`config.mk`:
```
export PLATFORM = sky130hd
export DESIGN_NAME = text_row_fetcher
export DESIGN_NICKNAME = d
export VERILOG_FILES = /design/src/rtl/text_row_fetcher.sv
export SDC_FILE = /design/constraint.sdc
export NUM_CORES = 1
export LEC_CHECK = 0
export ABC_AREA = 1
export CAP_MARGIN = 10
export CORE_MARGIN = 5
export CORE_UTILIZATION = 42
export DETAILED_ROUTE_END_ITERATION = 10
export GPL_TIMING_DRIVEN = 0
export PLACE_DENSITY = 0.72
export SYNTH_ARGS = -nofsm -noshare
export SYNTH_HDL_FRONTEND = slang
export SYNTH_SLANG_ARGS = --single-unit
```
`constraint.sdc`:
```
create_clock -name clk -period 1.9 [get_ports clk]
set_input_delay 0.38 -clock clk [delete_from_list [all_inputs] [get_ports clk]]
set_output_delay 0.38 -clock clk [all_outputs]
set_load 0.005 [all_outputs]
```
`src/rtl/text_row_fetcher.sv`:
```
// rtl/text_row_fetcher.sv - shares one glyph ROM across a text line by prefetching each row during h-blank
module text_row_fetcher #(
  parameter int NUM_CHARS  = 8,
  parameter int TEXT_X     = 192,
  parameter int TEXT_Y     = 208,
  parameter int SLOT_PITCH = 16,
  parameter int FETCH_X    = 640,
  parameter int V_LAST     = 524
) (
  input  logic                   clk,
  input  logic                   reset_n,
  input  logic [9:0]             x,
  input  logic [9:0]             y,
  input  logic [NUM_CHARS*7-1:0] chars,
  output logic [10:0]            rom_addr,
  input  logic [7:0]             rom_data,
  output logic                   pixel_on,
  output logic                   busy,
  output logic                   overrun
);

  localparam int SW = (NUM_CHARS > 1) ? $clog2(NUM_CHARS) : 1;
  localparam logic [SW-1:0] LAST_SLOT = SW'(NUM_CHARS - 1);

  typedef enum logic [1:0] {IDLE, ISSUE, DRAIN, SWAP} state_t;

  state_t                      state_q, state_d;
  logic [SW-1:0]               slot_q, slot_d;
  logic [9:0]                  x_prev_q;
  logic [NUM_CHARS*7-1:0]      snap_q, snap_d;
  logic [3:0]                  gr_q, gr_d;
  logic [10:0]                 rom_addr_q, rom_addr_d;
  logic [NUM_CHARS-1:0][7:0]   back_q, back_d;
  logic [NUM_CHARS-1:0][7:0]   front_q, front_d;
  logic                        pixel_on_q, pixel_on_d;

  logic                        start;
  logic                        in_band;
  logic [9:0]                  ty;
  logic [3:0]                  gr_now;
  logic [9:0]                  off;
  logic [9:0]                  col;
  logic [SW-1:0]               pix_slot;

  assign busy     = (state_q != IDLE);
  assign overrun  = start && busy;
  assign rom_addr = rom_addr_q;
  assign pixel_on = pixel_on_q;

  // Detect the first h-blank pixel of a line and decode which glyph row the next line needs
  always_comb begin
    start   = (x == 10'(FETCH_X)) && (x_prev_q != 10'(FETCH_X));
    ty      = (y == 10'(V_LAST)) ? 10'd0 : y + 10'd1;
    in_band = (ty >= 10'(TEXT_Y)) && (ty < 10'(TEXT_Y + 16));
    gr_now  = 4'(ty - 10'(TEXT_Y));
  end

  // Fetch sequencer: issue one ROM address per slot, collect data one clock later, then swap buffers
  always_comb begin
    state_d    = state_q;
    slot_d     = slot_q;
    snap_d     = snap_q;
    gr_d       = gr_q;
    rom_addr_d = rom_addr_q;
    back_d     = back_q;
    front_d    = front_q;
    case (state_q)
      IDLE: begin
        if (start) begin
          snap_d = chars;
          gr_d   = gr_now;
          if (in_band) begin
            state_d    = ISSUE;
            slot_d     = '0;
            rom_addr_d = {chars[6:0], gr_now};
          end else begin
            front_d = '0;
          end
        end
      end
      ISSUE: begin
        if (slot_q != '0) begin
          back_d[slot_q - SW'(1)] = rom_data;
        end
        if (slot_q == LAST_SLOT) begin
          state_d = DRAIN;
        end else begin
          slot_d     = slot_q + SW'(1);
          rom_addr_d = {snap_q[7*int'(slot_d) +: 7], gr_q};
        end
      end
      DRAIN: begin
        back_d[LAST_SLOT] = rom_data;
        state_d           = SWAP;
      end
      SWAP: begin
        front_d = back_q;
        state_d = IDLE;
      end
      default: state_d = IDLE;
    endcase
  end

  // Pick the front-buffer bit under the current pixel; only slot columns 0..7 carry glyph bits
  always_comb begin
    pixel_on_d = 1'b0;
    off        = x - 10'(TEXT_X);
    col        = off % 10'(SLOT_PITCH);
    pix_slot   = SW'(off / 10'(SLOT_PITCH));
    if ((x >= 10'(TEXT_X)) && (off < 10'(NUM_CHARS * SLOT_PITCH)) && (col < 10'd8)) begin
      pixel_on_d = front_q[pix_slot][3'(10'd7 - col)];
    end
  end

  // State and datapath registers; reset abandons any fetch in flight
  always_ff @(posedge clk or negedge reset_n) begin
    if (!reset_n) begin
      state_q    <= IDLE;
      slot_q     <= '0;
      x_prev_q   <= '0;
      snap_q     <= '0;
      gr_q       <= '0;
      rom_addr_q <= '0;
      back_q     <= '0;
      front_q    <= '0;
      pixel_on_q <= 1'b0;
    end else begin
      state_q    <= state_d;
      slot_q     <= slot_d;
      x_prev_q   <= x;
      snap_q     <= snap_d;
      gr_q       <= gr_d;
      rom_addr_q <= rom_addr_d;
      back_q     <= back_d;
      front_q    <= front_d;
      pixel_on_q <= pixel_on_d;
    end
  end

endmodule

```
==> impl_results.md, run 1 <==
- DP Wirelength: 19500 um
- # IOs: 100
- Final setup vio count: 1
- Status: finished with violations
- Die width: 168 um
- Sequential power share: 47.0%
- Largest net degree at the start of global routing: around 130
- Switching power: 2140 uW
- Post-Syn Area per Cell: 7.82 sq um
- Clk_skew: 0.0188 ns
- Critical path arrival: 1.56 ns
- Sw Ratio: 21.6%
- Finished Cell Area: 13300 sq um
- Netlist cell types: 32
- Area of the die: roughly 28000 sq um
- Placed Area: roughly 12000 sq um
- GR Util All Layers: 19.4%
- Post-Route WL: 27700 um
- Final hold violation count: 0
- Global route overflow: 0
- WL/cell: about 15 um
- Initial antenna violation count: 1
- Min Clock Period, post-route: between 1.5 and 2 ns
- Gate Count Post-Synth: 1332
- Simple-gate share of the synthesized area: 29.6%
- Yosys warns: 0
- Vias in the first global route: 8830
- Drt drc: 0
- Area grow syn2layout: 27.2%
- Adder-cell area share of the yosys netlist: 1.44%
- Worst-Skew Late Latency: 0.51 ns
- Mux share of post-synthesis cell area: 0%
- Row count: between 50 and 60
- Critical Path End Type: output pin
- Compound-Gate Fraction of Synth Area: under 10%
- Area of the core: roughly 24000 sq um
- Max Slew Vio Count: 0
- Layout Nets: 1581
- LEAKAGE: 0.00695 uW
- Mapped cell area: 10400 sq um
- Post-Synth XOR/XNOR Area: 0.408%
- Initial DRC Count: 716
- Peak VDD IR: 522 uV
- Failing checks: negative setup slack
- Pwr dens: 747 nW/um^2
- Crit Path Max Fanout: 2
- Max-slew headroom: 52.4%
- Die height: 168 um
- Vias post-DR: 8907
- CTS Buffer Depth: 3
- CTS tree: built
- Hold WC Path Type: in -> reg
- Yosys reg bits: 215
- ANT nets after route: 0
- N_diodes: 0
- Path type of the worst setup path: reg -> out
- Syn_nets: 1430
- Vias/cell: 4.89
- Largest family of logic cells by synthesized area: simple AND/OR/NAND/NOR gates
- Clk sinks: 215
- Clock Tree Root: clkbuf_16
- RSZ-0062 raised after global routing: true
- RD Place Congestion: between 0.9 and 1
- EDFF count, synth: 0
- First-pass GRT wire length: 45300 um
- Period utilisation layout: 102%
- Main flop type after synthesis: dfrtp_1
- Final worst setup slack: -0.0388 ns
- Data required, critical path: 1.52 ns
- Count of buffers from port buffering: 99
- CTS buffer count: 23
- Power Internal: about 7800 uW
- Post-layout util: about 54%
- Share of the yosys chip area belonging to registers: 51.6%
- Ys async rst share: between 90% and 100%
- Fmax: 0.516 GHz
- Worst-margin pin slew: 0.714 ns
- Place WS: -1.03 ns
- Drt first pass iters: 5
- Share of post-route cells with drive strength above 1: between 10 and 15%
- Setup TNS: -0.0388 ns
- Max cap viols: 0
- CP startpoint kind: flip-flop
- Initial Util: 42.7%
- Reg clk slew, reported paths: 0.06 ns
- Power share of the clock group: a little under half
- H-tree Lvls: 1
- Combinational Power Share: 5.6%
[worst max-delay path, stage by stage, from the launching register on]
cell and delay, ns:
dfrtp_1 0.35, inv_1 0.06, nand2_2 0.05, nor3_2 0.10, nand4_1 0.12, nand2_2 0.17
nor2_2 0.06, buf_2 0.13
[per-layer routing]
metal | share of wire, % | wire, um | up-vias | global-route usage (%)
li1 | - | - | 4489 | -
met1 | 45 | 12300 | 4091 | 26.5
met2 | 47 | 13100 | 273 | 32.0
met3 | 5.8 | 1610 | 52 | 3.11
met4 | 2.4 | 657 | 2 | 6.18
met5 | 0.047 | 13 | - | 0
[cell families after synthesis]
logic type / after synthesis
buffers and inverters: 193
AND/OR/NAND/NOR: 745
AO/OA/AOI/OAI: 163
XOR/XNOR: 4
flip-flops: 215
adder cells (fa/ha/maj): 12
[final timing paths]
check | slack (ns) | to | cells after the start | startpoint
setup / recovery | -0.04 | overrun | 7 | x_prev_q[6]$_DFF_PN0_
hold / removal | 0.03 | x_prev_q[6]$_DFF_PN0_ | 1 | x[6]
setup reg to reg | 0.06 | back_q[45]$_DFFE_PN0P_ | 9 | slot_q[0]$_DFFE_PN0P_
hold reg to reg | 0.48 | snap_q[35]$_DFFE_PN0P_ | 2 | snap_q[35]$_DFFE_PN0P_
max in group asynchronous | 0.42 | snap_q[27]$_DFFE_PN0P_ | 3 | reset_n
min in group asynchronous | 0.46 | front_q[21]$_DFFE_PN0P_ | 2 | reset_n
[cell usage after synthesis, types with 3 or more instances]
cell      instances  share of area [%]
buf_2            18               0.86
dfrtp_1         215                 52
nand3_1         123                5.9
buf_4             8               0.58
nand2_1         529                 19
inv_1           119                4.3
buf_6            15                1.6
o21ai_1           7               0.34
xor2_1            3               0.25
nor2_1           65                2.3
o21ai_2           8               0.67
ha_1             12                1.4
clkbuf_1         30                1.1
o21ai_0          98                4.7
o22ai_1           7               0.42
nor3_1            5               0.24
a21oi_2           3               0.25
nand3_2          10               0.96
nor2_4            3               0.32
a21oi_1          37                1.8
[stage by stage]
step	hold slack, ns	power [uW]	cells
2_1_floorplan	0.0844	4920	1332
3_3_place_gp	0.450	5270	1755
3_5_place_dp	0.444	5290	1756
4_1_cts	0.0173	9970	1815
5_1_grt	0.0233	10200	1822
6_report	0.0262	9900	1822
[power by group through the flow]
stage	Clock, uW	Combinational [uW]	Sequential, uW
finish	4690	558	4650
global route	4960	624	4660
CTS	4760	560	4650
detailed placement	0	549	4740
global placement	0	534	4740
floorplan	0	184	4730
[flip-flops by register name (all words and copies together), names as in the netlist]
name and cells:
x_prev_q 10, back_q 64, slot_q 3, pixel_on 1, snap_q 56, front_q 64
gr_q 4, state_q 2, rom_addr 11
[final cells by class]
type | instances | area, sq um
inverters | 122 | 478
clock inverters | 9 | 120
flip-flops and latches | 215 | 5380
clock buffers | 31 | 676
repair buffers | 128 | 1270
plain buffers | 69 | 527
multi-input cells | 924 | 4390
fillers | 2199 | 11100
well taps | 324 | 405
[timing repair]
| item | in CTS | in global routing |
|---|---|---|
| hold endpoints to repair | 91 | 0 |
| hold buffers | 1 | 0 |
| pin swaps | 11 | 11 |
| setup endpoints to repair | 204 | 155 |
| resized for setup | 80 | 71 |
| setup buffers | 18 | 6 |
| gates cloned | 1 | 2 |
[layout by cell type, fill, tap and decap left out, types with 6 or more instances in the layout]
| cell | netlist | layout |
|---|---|---|
| nor2_2 | 2 | 8 |
| o21ai_0 | 98 | 94 |
| clkbuf_16 | 0 | 25 |
| nand2_1 | 529 | 521 |
| clkinv_2 | 0 | 6 |
| clkbuf_1 | 30 | 17 |
| clkbuf_2 | 0 | 14 |
| inv_2 | 2 | 9 |
| buf_4 | 8 | 26 |
| dfrtp_1 | 215 | 215 |
| nand2_2 | 2 | 9 |
| a21oi_2 | 3 | 7 |
| buf_6 | 15 | 27 |
| dlygate4sd2_1 | 0 | 7 |
| a21oi_1 | 37 | 32 |
| nor2_1 | 65 | 50 |
| nor2_4 | 3 | 12 |
| clkdlybuf4s50_1 | 0 | 85 |
| o22ai_1 | 7 | 7 |
| o21ai_2 | 8 | 8 |
| buf_2 | 18 | 9 |
| o21ai_1 | 7 | 10 |
| nand3_2 | 10 | 11 |
| clkbuf_8 | 0 | 7 |
| inv_1 | 119 | 111 |
| nand3_1 | 123 | 121 |
(Power assumes the default switching activity.)
==> run 2: changes to the inputs <==
ABC_AREA = not set   (was 1)
==> run 2 against run 1 <==
Compared with the run above: the run still ends with negative setup slack left; utilization is 5.0 points higher; critical endpoint is now rom_addr[10]$_DFFE_PN0P_; highest routed layer unchanged; final cell count down 30%; hold slack worse by 0.0058 ns; wire length decreased by 3.9%; via count shrank 25%; area after synthesis fell by 3.6%.
==> impl_results.md, run 2 <==
- GR Util All Layers: 19.3%
- Cell mode on critical path: ha_1
- Critical Path End Type: flip-flop
- Most frequent cells in the layout: 215 x dfrtp_1, 113 x mux2_4, 83 x clkdlybuf4s50_1
- CP max-delay cell: buf_1
- Initial Util: between 40% and 50%
- Count of buffers from port buffering: 99
- Sequential power share: 35.4%
- Global route overflow: 0
- Share of post-route cells with drive strength above 1: 35.9%
- Share of the yosys chip area belonging to registers: a little over half
- Setup TNS: -24.53 ns
- Initial DRC Count: 415
- CTS tree: built
- Peak VDD IR: ~640 uV
- Row count: 56
- # IOs: 100
- Drt drc: 0
- Mapped cell area: 10000 sq um
- Status: finished with violations
- Power Internal: 12500 uW
- Hold WC Path Type: in -> reg
- Synth area leader: dfrtp_1
- Max-slew headroom: around 47%
- Largest cells by area after synthesis: dfrtp_1 54%, mux2_2 14%, mux2i_1 7.8%
- Synth top cells by count: 215 x dfrtp_1, 124 x mux2_2, 89 x nand2_1
- Most common cell after layout, fill and taps aside: dfrtp_1
- Crit Path Max Fanout: 8
- Post-layout util: 59.3%
- Die width: 165 um
- Post-Route WL: 26600 um
- EDFF count, synth: 0
- RD Place Congestion: roughly 0.77
- Layout Nets: 1048
- Post-Syn Area per Cell: 13.1 sq um
- Drt first pass iters: 5
- Die height: 165 um
- Min Clock Period, post-route: 2.35 ns
- Vias post-DR: 6694
- Vias/cell: between 5 and 6
- Gate Count Post-Synth: 765
- Syn_nets: 863
- First-pass GRT wire length: 41100 um
- Critical path arrival: between 2 and 3 ns
- CTS buffer count: 23
- Reg clk slew, reported paths: 0.06 ns
- Initial antenna violation count: 1
- Max cap viols: 0
- Clk sinks: around 220
- Max Slew Vio Count: 0
- Area of the die: 27100 sq um
- Ys async rst share: 100%
- CP max stage delay: 0.56 ns
- Data required, critical path: roughly 2.3 ns
- Combinational Power Share: 41.2%
- Main flop type after synthesis: dfrtp_1
- Worst-Skew Late Latency: 0.52 ns
- Final hold violation count: 0
- LEAKAGE: 0.00631 uW
- Yosys reg bits: 215
- DP Wirelength: roughly 15000 um
- Largest net degree at the start of global routing: about 110
- Top cell type's share of synthesized area: approximately 54%
- RSZ-0062 raised after global routing: true
- N_diodes: 0
- Crit-path cells: ha_1, ha_1, buf_1, mux2i_1, a21oi_1, mux2_4
- Worst-margin pin slew: 0.795 ns
- Hold slack: 0.0204 ns
- Switching power: 5670 uW
- Final worst setup slack: -0.449 ns
- Storage cell area: 5380 sq um
- Period utilisation layout: 124%
- Power share of the clock group: 23.4%
- Multi-input logic area: 4800 sq um
- ANT nets after route: 0
- Area grow syn2layout: 39.1%
- Vias in the first global route: 7287
- Area of the core: 23500 sq um
- Clock Tree Root: clkbuf_16
- Final setup vio count: about 150
- Netlist cell types: 46
- Largest regs: back_q (64), front_q (64), snap_q (56)
- Pwr dens: 1300 nW/um^2
- Filler Cells Inserted: 1798
- Most frequent cell after synthesis: dfrtp_1
- Failing checks: negative setup slack
- Path type of the worst setup path: reg -> reg
- Clk_skew: 0.0238 ns
- CTS Buffer Depth: 3
- H-tree Lvls: 1
- WL/cell: 20.7 um
- Fmax: ~0.43 GHz
- CP startpoint kind: flip-flop
- Sw Ratio: roughly 31%
- Yosys warns: 0
run 2: changes by cell type in the layout (fill, tap and decap cells not counted), moves of 18 or more:
cell and delta:
mux2_2 +18, mux4_2 +29, nand2_1 -439, mux2i_1 +74
a21oi_1 -22, buf_12 +33, nor2_1 -38, inv_1 -40
o21ai_0 -90, nand3_1 -118, mux2_4 +113
run 2: final cells by class:
cell class,instances,area share [%]
clock buffers,36,4.90
repair buffers,164,13.8
flip-flops and latches,215,38.5
plain buffers,35,3.39
clock inverters,3,0.134
inverters,76,2.07
well taps,319,2.86
multi-input cells,435,34.3
run 2: power by group through the flow:
stage / sequential (uW) / combinational (uW) / clock [uW]
after floorplan: 6270 / 3630 / 0
after global placement: 6400 / 4980 / 0
after detailed placement: 6430 / 5090 / 0
after CTS: 6370 / 7030 / 4300
after global routing: 6540 / 7900 / 4530
final: 6420 / 7460 / 4250
run 2: logic make-up after synthesis:
family | count (synthesis) | share of synthesized area, %
muxes | 238 | 29.2
DFF | 215 | 53.6
and+or+nand+nor | 140 | 6.49
buffers and inverters | 115 | 6.07
AOI/OAI and AO/OA | 41 | 2.82
adders and majority gates | 12 | 1.49
xor gates and xnor gates | 4 | 0.349
run 2: through the flow:
| step | instances | total power [uW] | area, sq um | setup slack, ns |
|---|---|---|---|---|
| 2_1_floorplan | 765 | 9900 | 10200 | -0.392 |
| 3_3_place_gp | 1183 | 11400 | 11600 | -8.82 |
| 3_5_place_dp | 1184 | 11500 | 11600 | -0.889 |
| 4_1_cts | 1286 | 17700 | 13900 | -0.299 |
| 5_1_grt | 1283 | 19000 | 14000 | -0.481 |
| 6_report | 1283 | 18100 | 14000 | -0.449 |
run 2: layer usage:
metal | vias up | part of all wire (%) | routed length, um | GRT usage, %
met5 | - | 0.026 | 7 | 0
met4 | 2 | 2.4 | 634 | 5.44
met2 | 153 | 48 | 12800 | 31.2
li1 | 3033 | - | - | -
met3 | 50 | 4.3 | 1150 | 2.92
met1 | 3456 | 45 | 12000 | 27.4
run 2: timing repair:
action,4_1_cts,5_1_grt
setup buffers,48,6
gates resized for setup,211,71
hold buffers,1,0
setup endpoints to repair,198,205
cloned,15,1
hold endpoints to repair,104,0
pin swaps,23,21
run 2: final timing paths:
| kind | start | to | slack (ns) | cells after the start |
|---|---|---|---|---|
| worst min-delay path | x[6] | x_prev_q[6]$_DFF_PN0_ | 0.02 | 1 |
| worst max-delay path | slot_q[0]$_DFFE_PN0P_ | rom_addr[10]$_DFFE_PN0P_ | -0.45 | 6 |
| min in group asynchronous | reset_n | back_q[58]$_DFFE_PN0P_ | 0.52 | 2 |
| worst min register to register | back_q[45]$_DFFE_PN0P_ | back_q[45]$_DFFE_PN0P_ | 0.50 | 1 |
| worst max register to register | slot_q[0]$_DFFE_PN0P_ | rom_addr[10]$_DFFE_PN0P_ | -0.45 | 6 |
| max in group asynchronous | reset_n | front_q[1]$_DFFE_PN0P_ | 0.37 | 3 |
run 2: critical path, delay by kind of cell (launching register included):
kind	cells	cell delay, ns
AO/OA/AOI/OAI	1	0.11
adder cells (fa/ha/maj)	2	0.55
flip-flops	1	0.43
multiplexers	2	0.59
buffers and inverters	1	0.56
